--- config.mk ---
export PLATFORM = sky130hd
export DESIGN_NAME = lmc_loader_flat
export DESIGN_NICKNAME = d
export VERILOG_FILES = /design/src/rtl/lmc_loader_if.sv /design/src/rtl/lmc_loader.sv /design/src/flat_wrapper.sv
export SDC_FILE = /design/constraint.sdc
export NUM_CORES = 1
export LEC_CHECK = 0
export ABC_AREA = 1
export CAP_MARGIN = 10
export CORE_MARGIN = 5
export CORE_UTILIZATION = 39
export DETAILED_ROUTE_END_ITERATION = 10
export GPL_TIMING_DRIVEN = 0
export PLACE_DENSITY = 0.59
export SLEW_MARGIN = 40
export SYNTH_ARGS = -nofsm -noshare
export SYNTH_HDL_FRONTEND = slang
export SYNTH_SLANG_ARGS = --single-unit
--- constraint.sdc ---
create_clock -name Loader_clk -period 1.59 [get_ports Loader_clk]
set_input_delay 0.2385 -clock Loader_clk [delete_from_list [all_inputs] [get_ports Loader_clk]]
set_output_delay 0.2385 -clock Loader_clk [all_outputs]
set_load 0.02 [all_outputs]
--- src/rtl/lmc_loader_if.sv ---
// Program-word stream between a source (master) and the loader (slave).
// Signals: data_in (M), data_valid (source->loader), data_ready (loader->source).
interface lmc_loader_if #(
  parameter int M = 4
);
  logic [M-1:0] data_in;
  logic         data_valid;
  logic         data_ready;

  modport master (
    output data_in,
    output data_valid,
    input  data_ready
  );

  modport slave (
    input  data_in,
    input  data_valid,
    output data_ready
  );
endinterface

--- src/rtl/lmc_loader.sv ---
// LMC program loader: streams 2**N words into RAM, reads them back and
// checks a mod-2**M checksum before reporting done or error.
// Ports: Loader_clk, Loader_rst (async, active-high), start,
//   src (stream slave: data_in/data_valid/data_ready),
//   adr, RAM_wdata, RAM_we, RAM_rdata (RAM bus), busy, done, error.
// Option: define LOADER_TIMEOUT_EN to add parameter TIMEOUT; LOAD then
//   aborts to ERROR after TIMEOUT consecutive cycles without data_valid.
module lmc_loader #(
  parameter int N = 2,
  parameter int M = 4
`ifdef LOADER_TIMEOUT_EN
  ,
  parameter int TIMEOUT = 16
`endif
) (
  input  logic         Loader_clk,
  input  logic         Loader_rst,
  input  logic         start,
  lmc_loader_if.slave  src,
  output logic [N-1:0] adr,
  output logic [M-1:0] RAM_wdata,
  output logic         RAM_we,
  input  logic [M-1:0] RAM_rdata,
  output logic         busy,
  output logic         done,
  output logic         error
);

  typedef enum logic [2:0] {
    IDLE,
    LOAD,
    DRAIN,
    VERIFY,
    DONE,
    ERROR
  } state_t;

  state_t       state, state_n;
  logic [N-1:0] adr_n;
  logic [M-1:0] wdata_n;
  logic         we_n;
  logic         done_n, error_n;
  logic [N-1:0] wcount, wcount_n;
  logic [N:0]   vcount, vcount_n;
  logic [M-1:0] wsum, wsum_n;
  logic [M-1:0] vsum, vsum_n;
  logic         accept;

`ifdef LOADER_TIMEOUT_EN
  localparam int TW = $clog2(TIMEOUT + 1);
  logic [TW-1:0] tcnt, tcnt_n;
`endif

  assign src.data_ready = (state == LOAD);
  assign busy = (state == LOAD) || (state == DRAIN)
             || (state == VERIFY);
  assign accept = src.data_valid && src.data_ready;

  always_ff @(posedge Loader_clk or posedge Loader_rst) begin
    if (Loader_rst) begin
      state     <= IDLE;
      adr       <= '0;
      RAM_wdata <= '0;
      RAM_we    <= 1'b0;
      done      <= 1'b0;
      error     <= 1'b0;
      wcount    <= '0;
      vcount    <= '0;
      wsum      <= '0;
      vsum      <= '0;
`ifdef LOADER_TIMEOUT_EN
      tcnt      <= '0;
`endif
    end else begin
      state     <= state_n;
      adr       <= adr_n;
      RAM_wdata <= wdata_n;
      RAM_we    <= we_n;
      done      <= done_n;
      error     <= error_n;
      wcount    <= wcount_n;
      vcount    <= vcount_n;
      wsum      <= wsum_n;
      vsum      <= vsum_n;
`ifdef LOADER_TIMEOUT_EN
      tcnt      <= tcnt_n;
`endif
    end
  end

  always_comb begin
    state_n  = state;
    adr_n    = adr;
    wdata_n  = RAM_wdata;
    we_n     = 1'b0;
    done_n   = done;
    error_n  = error;
    wcount_n = wcount;
    vcount_n = vcount;
    wsum_n   = wsum;
    vsum_n   = vsum;
`ifdef LOADER_TIMEOUT_EN
    tcnt_n   = tcnt;
`endif
    unique case (state)
      IDLE, DONE, ERROR: begin
        if (start) begin
          state_n  = LOAD;
          done_n   = 1'b0;
          error_n  = 1'b0;
          wcount_n = '0;
          vcount_n = '0;
          wsum_n   = '0;
          vsum_n   = '0;
`ifdef LOADER_TIMEOUT_EN
          tcnt_n   = '0;
`endif
        end
      end
      LOAD: begin
        if (accept) begin
          wdata_n  = src.data_in;
          adr_n    = wcount;
          we_n     = 1'b1;
          wsum_n   = wsum + src.data_in;
          wcount_n = wcount + 1'b1;
`ifdef LOADER_TIMEOUT_EN
          tcnt_n   = '0;
`endif
          if (wcount == '1)
            state_n = DRAIN;
        end
`ifdef LOADER_TIMEOUT_EN
        else if (tcnt == TW'(TIMEOUT - 1)) begin
          state_n = ERROR;
          error_n = 1'b1;
        end else begin
          tcnt_n = tcnt + 1'b1;
        end
`endif
      end
      DRAIN: begin
        state_n = VERIFY;
        adr_n   = '0;
      end
      VERIFY: begin
        // 2**N read cycles, then one cycle (adr wrapped to 0)
        // to compare the settled vsum against wsum.
        if (vcount[N]) begin
          if (vsum == wsum) begin
            state_n = DONE;
            done_n  = 1'b1;
          end else begin
            state_n = ERROR;
            error_n = 1'b1;
          end
        end else begin
          vsum_n   = vsum + RAM_rdata;
          adr_n    = adr + 1'b1;
          vcount_n = vcount + 1'b1;
        end
      end
      default: state_n = IDLE;
    endcase
  end

endmodule

--- src/flat_wrapper.sv ---
// flat-port wrapper written by rule: the top's interface ports become plain ports
module lmc_loader_flat 
#(
  parameter int N = 2,
  parameter int M = 4

)
  (Loader_clk, Loader_rst, start, adr, RAM_wdata, RAM_we, RAM_rdata, busy, done, error, src_data_in, src_data_valid, src_data_ready);
  lmc_loader_if #(.M(M)) src_i ();
  input  logic Loader_clk;
  input  logic Loader_rst;
  input  logic start;
  output logic [N-1:0] adr;
  output logic [M-1:0] RAM_wdata;
  output logic RAM_we;
  input  logic [M-1:0] RAM_rdata;
  output logic busy;
  output logic done;
  output logic error;
  input wire logic [$bits(src_i.data_in)-1:0] src_data_in;
  input wire logic [$bits(src_i.data_valid)-1:0] src_data_valid;
  output wire logic [$bits(src_i.data_ready)-1:0] src_data_ready;
  assign src_i.data_in = src_data_in;
  assign src_i.data_valid = src_data_valid;
  assign src_data_ready = src_i.data_ready;
  lmc_loader #(.N(N), .M(M)) u_core (.Loader_clk(Loader_clk), .Loader_rst(Loader_rst), .start(start), .src(src_i), .adr(adr), .RAM_wdata(RAM_wdata), .RAM_we(RAM_we), .RAM_rdata(RAM_rdata), .busy(busy), .done(done), .error(error));
endmodule
### After elaboration in Yosys (flattened, before gate mapping)

Index checks and enable logic that the tools add are counted.

| word-level totals | value |
|---|---|
| logic and storage cells | 75 |
| bits in registers | 25 |

| operators by class | value |
|---|---|
| muxes and demuxes | 29 |
| add/sub/neg operators | 5 |
| equality and inequality tests | 14 |
| reduce and logical (&&, ||, !) cells | 16 |

Operator list:

| operator | number |
|---|---|
| $mux 3 | 6 |
| $pmux 4 s2 | 2 |
| $mux 4 | 3 |
| $ne 2x2->1 const B | 6 |
| $pmux 3 s4 | 1 |
| $reduce_and 4->1 | 3 |
| $reduce_and 3->1 | 3 |
| $add 4x4->4 | 2 |
| $mux 1 | 8 |
| $mux 2 | 4 |
| $eq 3x2->1 const B | 2 |
| $eq 3x3->1 const B | 2 |
| $pmux 2 s3 | 1 |
| $pmux 3 s2 | 1 |
| $add 2x1->2 const B | 2 |
| $eq 4x4->1 | 1 |
| $pmux 1 s2 | 2 |
| $pmux 2 s2 | 1 |
| $reduce_and 2->1 | 2 |
| $reduce_bool 2->1 | 2 |
| $add 3x1->3 const B | 1 |
| $eq 3x1->1 const B | 1 |
| $logic_not 3->1 | 1 |
| $reduce_bool 3->1 | 1 |
| 5 further kinds | 6 |

### Longest topological paths before layout

| depth | value |
|---|---|
| depth after elaboration | 4 |
| depth in mapped cells | 10 |
| mapped depth without buffers | 10 |

### Worst setup path after synthesis

Ideal clock, no wire load.

| timing | value |
|---|---|
| path kind | register -> register |
| start point | reg u_core.vsum[0] |
| end point | reg u_core.vsum[2] |
| data required time | 1.465 ns |
| clock period less this slack | 1.329 ns |
| stages on the path, launching flop included | 5 |
| buffers on the path | 0 |
| slack | 0.261 ns |
| arrival time | 1.204 ns |
| cell sequence | dfrtp_1 -> ha_1 -> fa_1 -> xnor2_1 -> o22ai_1 |

| between the ends | value |
|---|---|
| cells in the longest elaborated chain, start to end | 3 |

RTL lines:

| what | line | text |
|---|---|---|
| from (decl) | lmc_loader.sv:46 | `logic [M-1:0] vsum, vsum_n;` |
| from (signal assigned) | lmc_loader.sv:84 | `vsum <= vsum_n;` |
| $add 4x4->4 | lmc_loader.sv:158 | `vsum_n = vsum + RAM_rdata;` |
| $mux 4 | lmc_loader.sv:149 | `if (vcount[N]) begin` |
| $pmux 4 s2 | lmc_loader.sv:105 | `unique case (state)` |

Every way passes these cells. The select of a mux whose other input is x is not followed.
A chain may end at the register's enable or synchronous reset.

### Worst setup path after layout

| timing | value |
|---|---|
| start point | reg u_core.done |
| end point | out done |

RTL lines:

| what | line | text |
|---|---|---|
| from (decl) | lmc_loader.sv:25 | `output logic done,` |
| from (signal assigned) | lmc_loader.sv:79 | `done <= done_n;` |
| to (decl) | flat_wrapper.sv:18 | `output logic done;` |

No word-level cell between the ends.

==> flow_results.xml <==
<?xml version="1.0" encoding="UTF-8"?>
<metrics>
  <group name="worst_setup_path">
    <metric name="crit_buf_inv" unit="">1</metric>
    <metric name="critical_path_class" unit="">reg2out</metric>
    <metric name="critical_path_sink_type" unit="">output pin</metric>
    <metric name="rr_worst_depth" unit="">8</metric>
    <metric name="critical_path_arrival" unit="ns">1.30</metric>
    <metric name="cpPeakStageDelay" unit="ns">0.61</metric>
    <metric name="r2r-end" unit="">u_core.vcount[1]</metric>
    <metric name="crit_path_top_delay_cell" unit="">sky130_fd_sc_hd__clkdlybuf4s50_1</metric>
    <metric name="cp-start-kind" unit="">flop</metric>
    <metric name="required_time_at_the_endpoint_of_the_critical_path" unit="ns">1.35</metric>
    <metric name="worst_r2r_src" unit="">u_core.state[2]</metric>
    <metric name="crit_path_max_fanout" unit="">2</metric>
    <metric name="path_delay_family" unit="">buffers and inverters</metric>
    <metric name="crit_path_cell_trace" unit="">clkdlybuf4s50_1</metric>
    <metric name="r2r_slack" unit="ns">0.13</metric>
  </group>
  <group name="synth">
    <metric name="yosysSeqAreaShare" unit="%">44.2</metric>
    <metric name="syn_nets" unit="">195</metric>
    <metric name="count_of_unique_library_cells_instantiated_by_yosys" unit="">23</metric>
    <metric name="synth_area" unit="mm2">0.00142</metric>
    <metric name="yosys_warnings" unit="">0</metric>
    <metric name="synth-seq-cells" unit="">25</metric>
    <metric name="syn_inst" unit="">173</metric>
    <metric name="synth_area_per_cell" unit="um2">8.18</metric>
  </group>
  <group name="drt">
    <metric name="total_length_of_routed_wires" unit="um">2780</metric>
    <metric name="detailroute.via_count" unit="">1145</metric>
    <metric name="wl_per_cell" unit="um">11.2</metric>
    <metric name="detail_route.drc_violations" unit="">0</metric>
    <metric name="antenna_left" unit="">0</metric>
    <metric name="drt-pass1-iter-count" unit="">4</metric>
    <metric name="vias_per_cell" unit="">4.62</metric>
    <metric name="dr.first_iter.drc_count" unit="">31</metric>
  </group>
  <group name="floorplanning">
    <metric name="std_cell_rows" unit="">21</metric>
    <metric name="i_o_pins" unit="">23</metric>
    <metric name="coreArea" unit="mm2">0.00342</metric>
    <metric name="die_y" unit="um">70.2</metric>
    <metric name="dieArea" unit="mm2">0.00493</metric>
    <metric name="die_w" unit="um">70.2</metric>
    <metric name="start_util" unit="%">41.4</metric>
  </group>
  <group name="pwr">
    <metric name="power.share.switching" unit="%">45.0</metric>
    <metric name="irDropWorstVdd" unit="mV">0.583</metric>
    <metric name="power.switching" unit="mW">1.38</metric>
    <metric name="power.share.combinational" unit="%">55.7</metric>
    <metric name="clockPowerShare" unit="%">9.2</metric>
    <metric name="power_leakage" unit="nW">0.914</metric>
    <metric name="pwr_density_cell" unit="mW/mm2">1770</metric>
    <metric name="power.internal" unit="mW">1.68</metric>
    <metric name="sequentialPowerShare" unit="%">35.1</metric>
  </group>
  <group name="grt">
    <metric name="grt_pass1_wl" unit="um">5010</metric>
    <metric name="overflow" unit="">0</metric>
    <metric name="grt_max_degree" unit="">26</metric>
    <metric name="grt_antenna_before_repair" unit="">0</metric>
    <metric name="grt_use_total" unit="%">12.1</metric>
    <metric name="grt_pass1_vias" unit="">1128</metric>
  </group>
  <group name="placement">
    <metric name="placedCellCount" unit="">241</metric>
    <metric name="portBuffers" unit="">22</metric>
    <metric name="post-dp-hpwl" unit="um">2130</metric>
    <metric name="place_area" unit="mm2">0.00169</metric>
    <metric name="finalWeightedCongestion" unit="">0.785</metric>
  </group>
  <group name="final_layout">
    <metric name="stdcell_count" unit="">248</metric>
    <metric name="syn_to_final_growth" unit="%">22.5</metric>
    <metric name="antennaDiodeCount" unit="">0</metric>
    <metric name="final_util" unit="%">50.7</metric>
    <metric name="final_design_area_no_fill" unit="mm2">0.00173</metric>
    <metric name="post_route_cells_drive_above_1_share" unit="%">14.4</metric>
    <metric name="finalNetCount" unit="">225</metric>
    <metric name="layout.filler_cells" unit="">343</metric>
  </group>
  <group name="sta">
    <metric name="timing.final.crit_period" unit="ns">1.53</metric>
    <metric name="timing.max_slew.rel_slack" unit="%">64.4</metric>
    <metric name="clock-skew-final" unit="ns">0.00326</metric>
    <metric name="setup_violations" unit="">0</metric>
    <metric name="final_min_period_over_clock_period" unit="%">96.5</metric>
    <metric name="max_slew.worst_pin.slew" unit="ns">0.533</metric>
    <metric name="max_freq" unit="MHz">652</metric>
    <metric name="drv_slew" unit="">0</metric>
    <metric name="hold_fails_final_rpt" unit="">0</metric>
    <metric name="rsz_0062_raised_after_global_routing" unit="">false</metric>
  </group>
  <group name="cts">
    <metric name="clock-root-buffer" unit="">sky130_fd_sc_hd__clkbuf_4</metric>
    <metric name="clk_transition_reported_paths" unit="ns">0.13</metric>
    <metric name="worst_skew_pair.late_latency" unit="ns">0.31</metric>
    <metric name="clock_buffers_created_by_tritoncts" unit="">3</metric>
    <metric name="cts_tree" unit="">built</metric>
    <metric name="htreeDepth" unit="">1</metric>
    <metric name="clockBufferDepth" unit="">2</metric>
    <metric name="clock_sinks" unit="">25</metric>
  </group>
  <group name="hold_path">
    <metric name="min-delay-path-class" unit="">in2async</metric>
  </group>
  <group name="run">
    <metric name="total_of_max_cap_violations" unit="">0</metric>
  </group>
  <group name="status">
    <metric name="result_of_the_run" unit="">complete, no violations</metric>
  </group>
</metrics>
-- area by class of cell --
cell class / count / area (um2) / share of cell area, %
Multi-Input combinational cell: 122 / 691 / 39.9
Sequential cell: 25 / 626 / 36.1
Clock buffer: 4 / 26.3 / 1.52
Tap cell: 46 / 57.6 / 3.32
Inverter: 26 / 98.8 / 5.70
Timing Repair Buffer: 25 / 234 / 13.5
-- registers in the layout (all words and copies together), names as in the netlist --
name and cells:
u_core.wcount 2, u_core.done 1, u_core.adr 2, u_core.vsum 4, u_core.RAM_wdata 4, u_core.state 3
u_core.error 1, u_core.wsum 4, u_core.vcount 3, u_core.RAM_we 1
-- how the worst max path moves through the flow --
stage | from | endpoint | slack, ns | depth (start not counted)
finish | u_core.done | done | 0.06 | 1
floorplan | u_core.vsum[0] | u_core.vsum[2] | 0.26 | 4
global placement | src_data_in[0] | u_core.wsum[2] | -0.1 | 5
CTS | u_core.adr[1] | adr[1] | 0.002 | 1
detailed placement | RAM_rdata[0] | u_core.vsum[2] | -0.12 | 5
global route | u_core.state[1] | busy | 0.002 | 5
-- logic make-up after synthesis --
group	synth area share [%]
compound gates	9.11
xor+xnor	3.71
fa+ha+maj	9.90
buf+inv	6.98
flops	44.2
simple gates	26.1
-- per-layer routing --
metal | track usage (%) | routed length (um)
met1 | 16.8 | 1420
met2 | 18.8 | 1220
met3 | 2.30 | 112
met4 | 4.04 | 20
met5 | 0 | 0
-- power by group through the flow --
stage	logic [mW]	clock network [mW]	registers [mW]
floorplan	1.12	0	1.16
global placement	1.67	0	1.08
detailed placement	1.70	0	1.10
CTS	1.73	0.301	1.07
global route	1.98	0.319	1.10
finish	1.71	0.282	1.07
-- worst register-to-register path, delay by kind of cell (launching register included) --
family | cells | cell delay [ns]
flops | 1 | 0.46
compound gates | 1 | 0.18
buf+inv | 3 | 0.26
simple gates | 4 | 0.46
-- synthesized netlist by cell type (all sizes together) --
master	number	area, um2
a21oi	5	28.8
a22o	1	8.76
clkinv	2	8.75
dfrtp	25	626
fa	2	40.0
ha	8	100
inv	24	90.1
nand2	65	277
nand3	4	20.0
nor2	14	72.6
o21a	1	7.51
o21ai	13	65.1
o22ai	3	18.8
xnor2	5	43.8
xor2	1	8.76
-- stage by stage --
step | TNS, ns | total power [mW] | hold slack [ns] | setup WS [ns]
finish | 0 | 3.06 | 0.276 | 0.0557
global route | 0 | 3.40 | 0.328 | 0.00233
CTS | 0 | 3.11 | 0.302 | 0.00208
detailed placement | -0.420 | 2.80 | 0.466 | -0.116
global placement | -0.287 | 2.75 | 0.455 | -0.0954
floorplan | 0 | 2.28 | 0.266 | 0.261
-- placed cells by master (no fill, tap or decap), types with 2 or more instances in the layout --
master,count
sky130_fd_sc_hd__inv_2,8
sky130_fd_sc_hd__nor2_4,2
sky130_fd_sc_hd__dfrtp_1,25
sky130_fd_sc_hd__buf_2,2
sky130_fd_sc_hd__inv_1,16
sky130_fd_sc_hd__xnor2_1,5
sky130_fd_sc_hd__fa_1,2
sky130_fd_sc_hd__nand2_2,4
sky130_fd_sc_hd__o22ai_1,3
sky130_fd_sc_hd__o21ai_1,3
sky130_fd_sc_hd__nand2_4,3
sky130_fd_sc_hd__clkbuf_4,3
sky130_fd_sc_hd__nor2_2,2
sky130_fd_sc_hd__nor2_1,10
sky130_fd_sc_hd__ha_1,8
sky130_fd_sc_hd__nand2_1,58
sky130_fd_sc_hd__buf_4,3
sky130_fd_sc_hd__a21oi_1,4
sky130_fd_sc_hd__nand3_1,4
sky130_fd_sc_hd__clkdlybuf4s50_1,18
sky130_fd_sc_hd__o21ai_0,10
-- what timing repair did --
item / in CTS / in global routing
buffers inserted: 3 / 0
pin swaps: 0 / 1
hold buffers: 0 / 0
gates resized for setup: 10 / 1
hold endpoints to repair: 0 / 0
setup endpoints to repair: 3 / 2
(Power assumes the default switching activity.)
